`src/rtl/shift_sequencer.sv`:
```
// Sequencer for an external 4-bit universal shift register. It issues
// parallel-load and direction controls and keeps a shadow copy of the
// register contents in `result`.
//
// state | meaning
// IDLE  | waiting for start; register held via parallel load of result
// LOAD  | parallel-load the latched data_in into the register
// SHIFT | one rotate/shift step per cycle until the step counter expires
// DONE  | one-cycle completion pulse, register held
module shift_sequencer (
  input  logic       clock,
  input  logic       reset,
  input  logic       start,
  input  logic [1:0] op,
  input  logic [3:0] count,
  input  logic [3:0] data_in,
  input  logic       abort,
  output logic       load_n,
  output logic       rotate_right,
  output logic       as_right,
  output logic [3:0] data_out,
  output logic       busy,
  output logic       done,
  output logic [3:0] result
);

  localparam logic [1:0] IDLE  = 2'd0;
  localparam logic [1:0] LOAD  = 2'd1;
  localparam logic [1:0] SHIFT = 2'd2;
  localparam logic [1:0] DONE  = 2'd3;

  localparam logic [1:0] OP_ROL = 2'd0;
  localparam logic [1:0] OP_ROR = 2'd1;
  localparam logic [1:0] OP_ASR = 2'd2;
  localparam logic [1:0] OP_RSV = 2'd3;

  logic [1:0] state;
  logic [1:0] op_q;
  logic [3:0] count_q;
  logic [3:0] data_q;
  logic [3:0] steps;
  logic [3:0] shifted;

  // Next shadow value for one step of the latched operation.
  always_comb begin
    shifted = result;
    case (op_q)
      OP_ROL:  shifted = {result[2:0], result[3]};
      OP_ROR:  shifted = {result[0], result[3:1]};
      OP_ASR:  shifted = {result[3], result[3:1]};
      default: shifted = result;
    endcase
  end

  // Control state, latched request, step counter and shadow register.
  // An abort in LOAD/SHIFT still lets that cycle's register action land in
  // the shadow, since the external register performs it on the same edge.
  always_ff @(posedge clock) begin
    if (reset) begin
      state   <= IDLE;
      op_q    <= 2'd0;
      count_q <= 4'd0;
      data_q  <= 4'd0;
      steps   <= 4'd0;
      result  <= 4'd0;
    end else begin
      case (state)
        IDLE: begin
          if (start && !abort) begin
            op_q    <= op;
            count_q <= count;
            data_q  <= data_in;
            state   <= LOAD;
          end
        end
        LOAD: begin
          result <= data_q;
          if (abort) begin
            state <= IDLE;
          end else if (count_q == 4'd0 || op_q == OP_RSV) begin
            state <= DONE;
          end else begin
            steps <= count_q;
            state <= SHIFT;
          end
        end
        SHIFT: begin
          result <= shifted;
          steps  <= steps - 4'd1;
          if (abort) begin
            state <= IDLE;
          end else if (steps == 4'd1) begin
            state <= DONE;
          end
        end
        default: begin
          state <= IDLE;
        end
      endcase
    end
  end

  // Register control outputs decoded from the current state.
  always_comb begin
    load_n       = 1'b0;
    rotate_right = 1'b0;
    as_right     = 1'b0;
    data_out     = result;
    busy         = (state != IDLE);
    done         = 1'b0;
    case (state)
      LOAD: begin
        data_out = data_q;
      end
      SHIFT: begin
        load_n       = 1'b1;
        rotate_right = (op_q == OP_ROR) || (op_q == OP_ASR);
        as_right     = (op_q == OP_ASR);
      end
      DONE: begin
        done = 1'b1;
      end
      default: begin
      end
    endcase
  end

endmodule

```
`config.mk`:
```
export PLATFORM = sky130hd
export DESIGN_NAME = shift_sequencer
export DESIGN_NICKNAME = d
export VERILOG_FILES = /design/src/rtl/shift_sequencer.sv
export SDC_FILE = /design/constraint.sdc
export NUM_CORES = 1
export LEC_CHECK = 0
export CAP_MARGIN = 20
export CORE_MARGIN = 2
export CORE_UTILIZATION = 49
export CTS_BUF_LIST = sky130_fd_sc_hd__clkbuf_16
export CTS_CLUSTER_DIAMETER = 150
export DETAILED_ROUTE_END_ITERATION = 7
export GPL_TIMING_DRIVEN = 0
export HOLD_SLACK_MARGIN = 0.12
export PLACE_DENSITY = 0.78
export SLEW_MARGIN = 20
export SYNTH_ARGS = -nofsm -noshare
export SYNTH_HDL_FRONTEND = slang
export SYNTH_SLANG_ARGS = --single-unit
```
`constraint.sdc`:
```
create_clock -name clock -period 2.16 [get_ports clock]
set_input_delay 0.432 -clock clock [delete_from_list [all_inputs] [get_ports clock]]
set_output_delay 0.432 -clock clock [all_outputs]
set_load 0.1 [all_outputs]
```
==> out/metrics.cfg <==
[layout]
multi_input_area_um2=773
syn_to_final_growth_pct=31.0
register_area_um2=400
drive_above_1_share_pct=16.9
nets=191
final_common_cell=nor2_1
final_cell_mix=nor2_1 (24), dfxtp_1 (20), clkdlybuf4s50_1 (12)
antenna_cells=0
fillCellCount=169

[setup_path]
arrival_ns=1.65
crit_path_end_kind=primary output
worstPathRequired_ns=1.73
critPathLaunchType=register
cpMaxStageDelayCell=dfxtp_1
cp.buffers_inverters=3
slowest_delay_ns=0.34
path_cells=inv_1 > ha_4 > buf_2 > and2_4 > buf_4
cp_max_fo=19
crit_family=buffers and inverters
critical_path_class=reg2out

[die]
rows=17
core_mm2=0.00228
die_w_um=53.6
io_pins=27
dieArea_mm2=0.00288
die_h_um=53.6
initial_core_util_pct=53.1

[synthesis]
syn_inst=139
synth_seq_area_share_pct=33.2
synth_nets=163
synth.distinct_cells=33
ys_seq_elements=20
syn_area_mm2=0.00121
ys.warnings.count=0
syn_avg_cell_area_um2=8.69

[placement]
dpl.hpwl_mm=2.06
dpl_worst_slack_ns=-0.808
gp_congestion=0.781
portBuffers=25

[timing]
setup_viol=0
post-route-period-util_pct=96.4
finalCriticalPeriod_ns=2.08
layout_setup_ws_ns=0.0786
finalClockSkew_ns=0.00285
slew_violations=0
slew_headroom_pct=35.4
finalHoldViolCount=0
setup_tns_ns=0
worst_slew_pin_slew_ns=0.974
max_freq_mhz=480
grt_setup_unrepaired=false

[power_and_ir_drop]
powerDensity_mw_per_mm2=895
power_uw=1420
leakagePower_uw=0.000687
peakVddDrop_v=0.000707

[global_routing]
grt_pass1_wl_mm=4.75
grt_max_degree=20
grt-ovfl-total=0
grt_pass1_vias=980
track_usage_pct=23.8
antenna_found_initial=0

[route]
antenna_left=0
drc=0
dr_total_vias=1059
wl_met1_mm=1.35
drtIter0Drc=30
first_pass_iters=4
drt-total-wl_mm=2.90
wl_met3_um=96
maxUsedRoutingLayer=met4
met2_length_mm=1.40
wl_per_cell_um=14.9
drt-vias-per-instance=5.46

[cts]
post_cts_buffers=0
clkSinkCount=20
ctsHtreeMaxLevel=1
cts_tree=built
path_clk_slew_ns=0.06
holdBufCountCts=0
clk_latency_ns=0.26
numCtsBuffers=3
clockRootBuffer=clkbuf_16
cts_max_path_buffers=2

[run]
drv_cap=0

[hold_path]
hold_path.class=reg2reg

[status]
run_status=finished clean

[cell usage after synthesis]
library cell  count  share of area (%)
nor2_1           24                7.5
mux2_2            4                3.7
nand2_1           5                1.6
a2bb2oi_1         1               0.73
clkbuf_1          5                1.6
nand3_1           2               0.83
o21ai_1           3                1.2
a21bo_2           1               0.83
a31oi_4           1                1.8
dfxtp_1          20                 33
o41ai_2           1                1.3
inv_1             8                2.5
or2_1             2                1.0
a21o_1            3                1.9
or4_4             1               0.93
and3b_1           1               0.73
o2bb2ai_1         1               0.73
a21oi_1           8                3.3
o21ai_0           5                2.1
a211o_1           4                2.9
nor3_2            1               0.83
nand2b_1          4                2.1
o221a_1           1               0.93
and2_1            2                1.0
mux2i_1          11                9.1
o2111ai_1         1               0.73
nor3_1            1               0.41
a22oi_1           1               0.62
ha_1             10                 10
or3_1             1               0.52
buf_2             1               0.41
nor3b_1           1               0.62
nor2b_1           4                2.1
[flip-flops by register name (all words and copies together), names as in the netlist]
signal,cells
data_q,4
op_q,2
steps,4
state,2
result,4
count_q,4
[cell type report]
class                           count  share of cell area, %
Buffer                              4                   1.11
Sequential cell                    20                   25.3
Clock inverter                      1                   1.90
Multi-Input combinational cell    105                   48.9
Inverter                            8                   1.90
Clock buffer                        3                   4.75
Timing Repair Buffer               25                   13.9
Tap cell                           28                   2.22
[path summary, 6_finish.rpt]
kind,from,endpoint,slack [ns],cells past startpoint
setup reg to reg,state[0],steps[0],0.29,6
hold / removal,steps[1],steps[1],0.49,2
setup / recovery,state[0],as_right,0.08,5
hold reg to reg,steps[1],steps[1],0.49,2
[worst register-to-register path, delay by kind of cell, from the launching register on]
kind	cells	cell delay (ns)
simple gates	2	0.64
fa+ha+maj	1	0.46
flops	1	0.38
compound gates	2	0.22
buf+inv	1	0.11
[layer usage]
layer / global-route usage (%) / vias up
li1: - / 533
met1: 30.7 / 499
met2: 37.7 / 22
met3: 5.00 / 5
met4: 12.0 / 0
met5: 0 / -
[report_power, final]
part           internal [uW]  leakage, uW  switching, uW
clock network            368    0.0000511            150
logic                    160     0.000473            309
registers                398     0.000163           31.0
[through the flow]
| stage | instances | hold slack (ns) | instance area (um^2) | utilization [%] |
|---|---|---|---|---|
| global placement | 192 | 0.462 | 1510 | 66.4 |
| finish | 194 | 0.488 | 1580 | 69.5 |
| CTS | 194 | 0.495 | 1580 | 69.5 |
| detailed placement | 192 | 0.487 | 1510 | 66.4 |
| global route | 194 | 0.539 | 1580 | 69.5 |
| floorplan | 139 | 0.445 | 1230 | - |
[logic make-up (layout without fill, tap and decap cells)]
logic type / count (synthesis) / count (layout) / synth area share [%]
AO/OA/AOI/OAI: 31 / 31 / 19.1
adder cells (fa/ha/maj): 10 / 10 / 10.4
buffers and inverters: 14 / 41 / 4.46
flip-flops: 20 / 20 / 33.2
multiplexers: 15 / 15 / 12.8
AND/OR/NAND/NOR: 49 / 49 / 20.1
[timing repair]
| item | CTS | global route |
|---|---|---|
| setup endpoints to repair | 13 | 7 |
| resized for setup | 44 | 7 |
| hold endpoints to repair | 0 | 0 |
No activity file was read; power rests on OpenSTA's default activity.
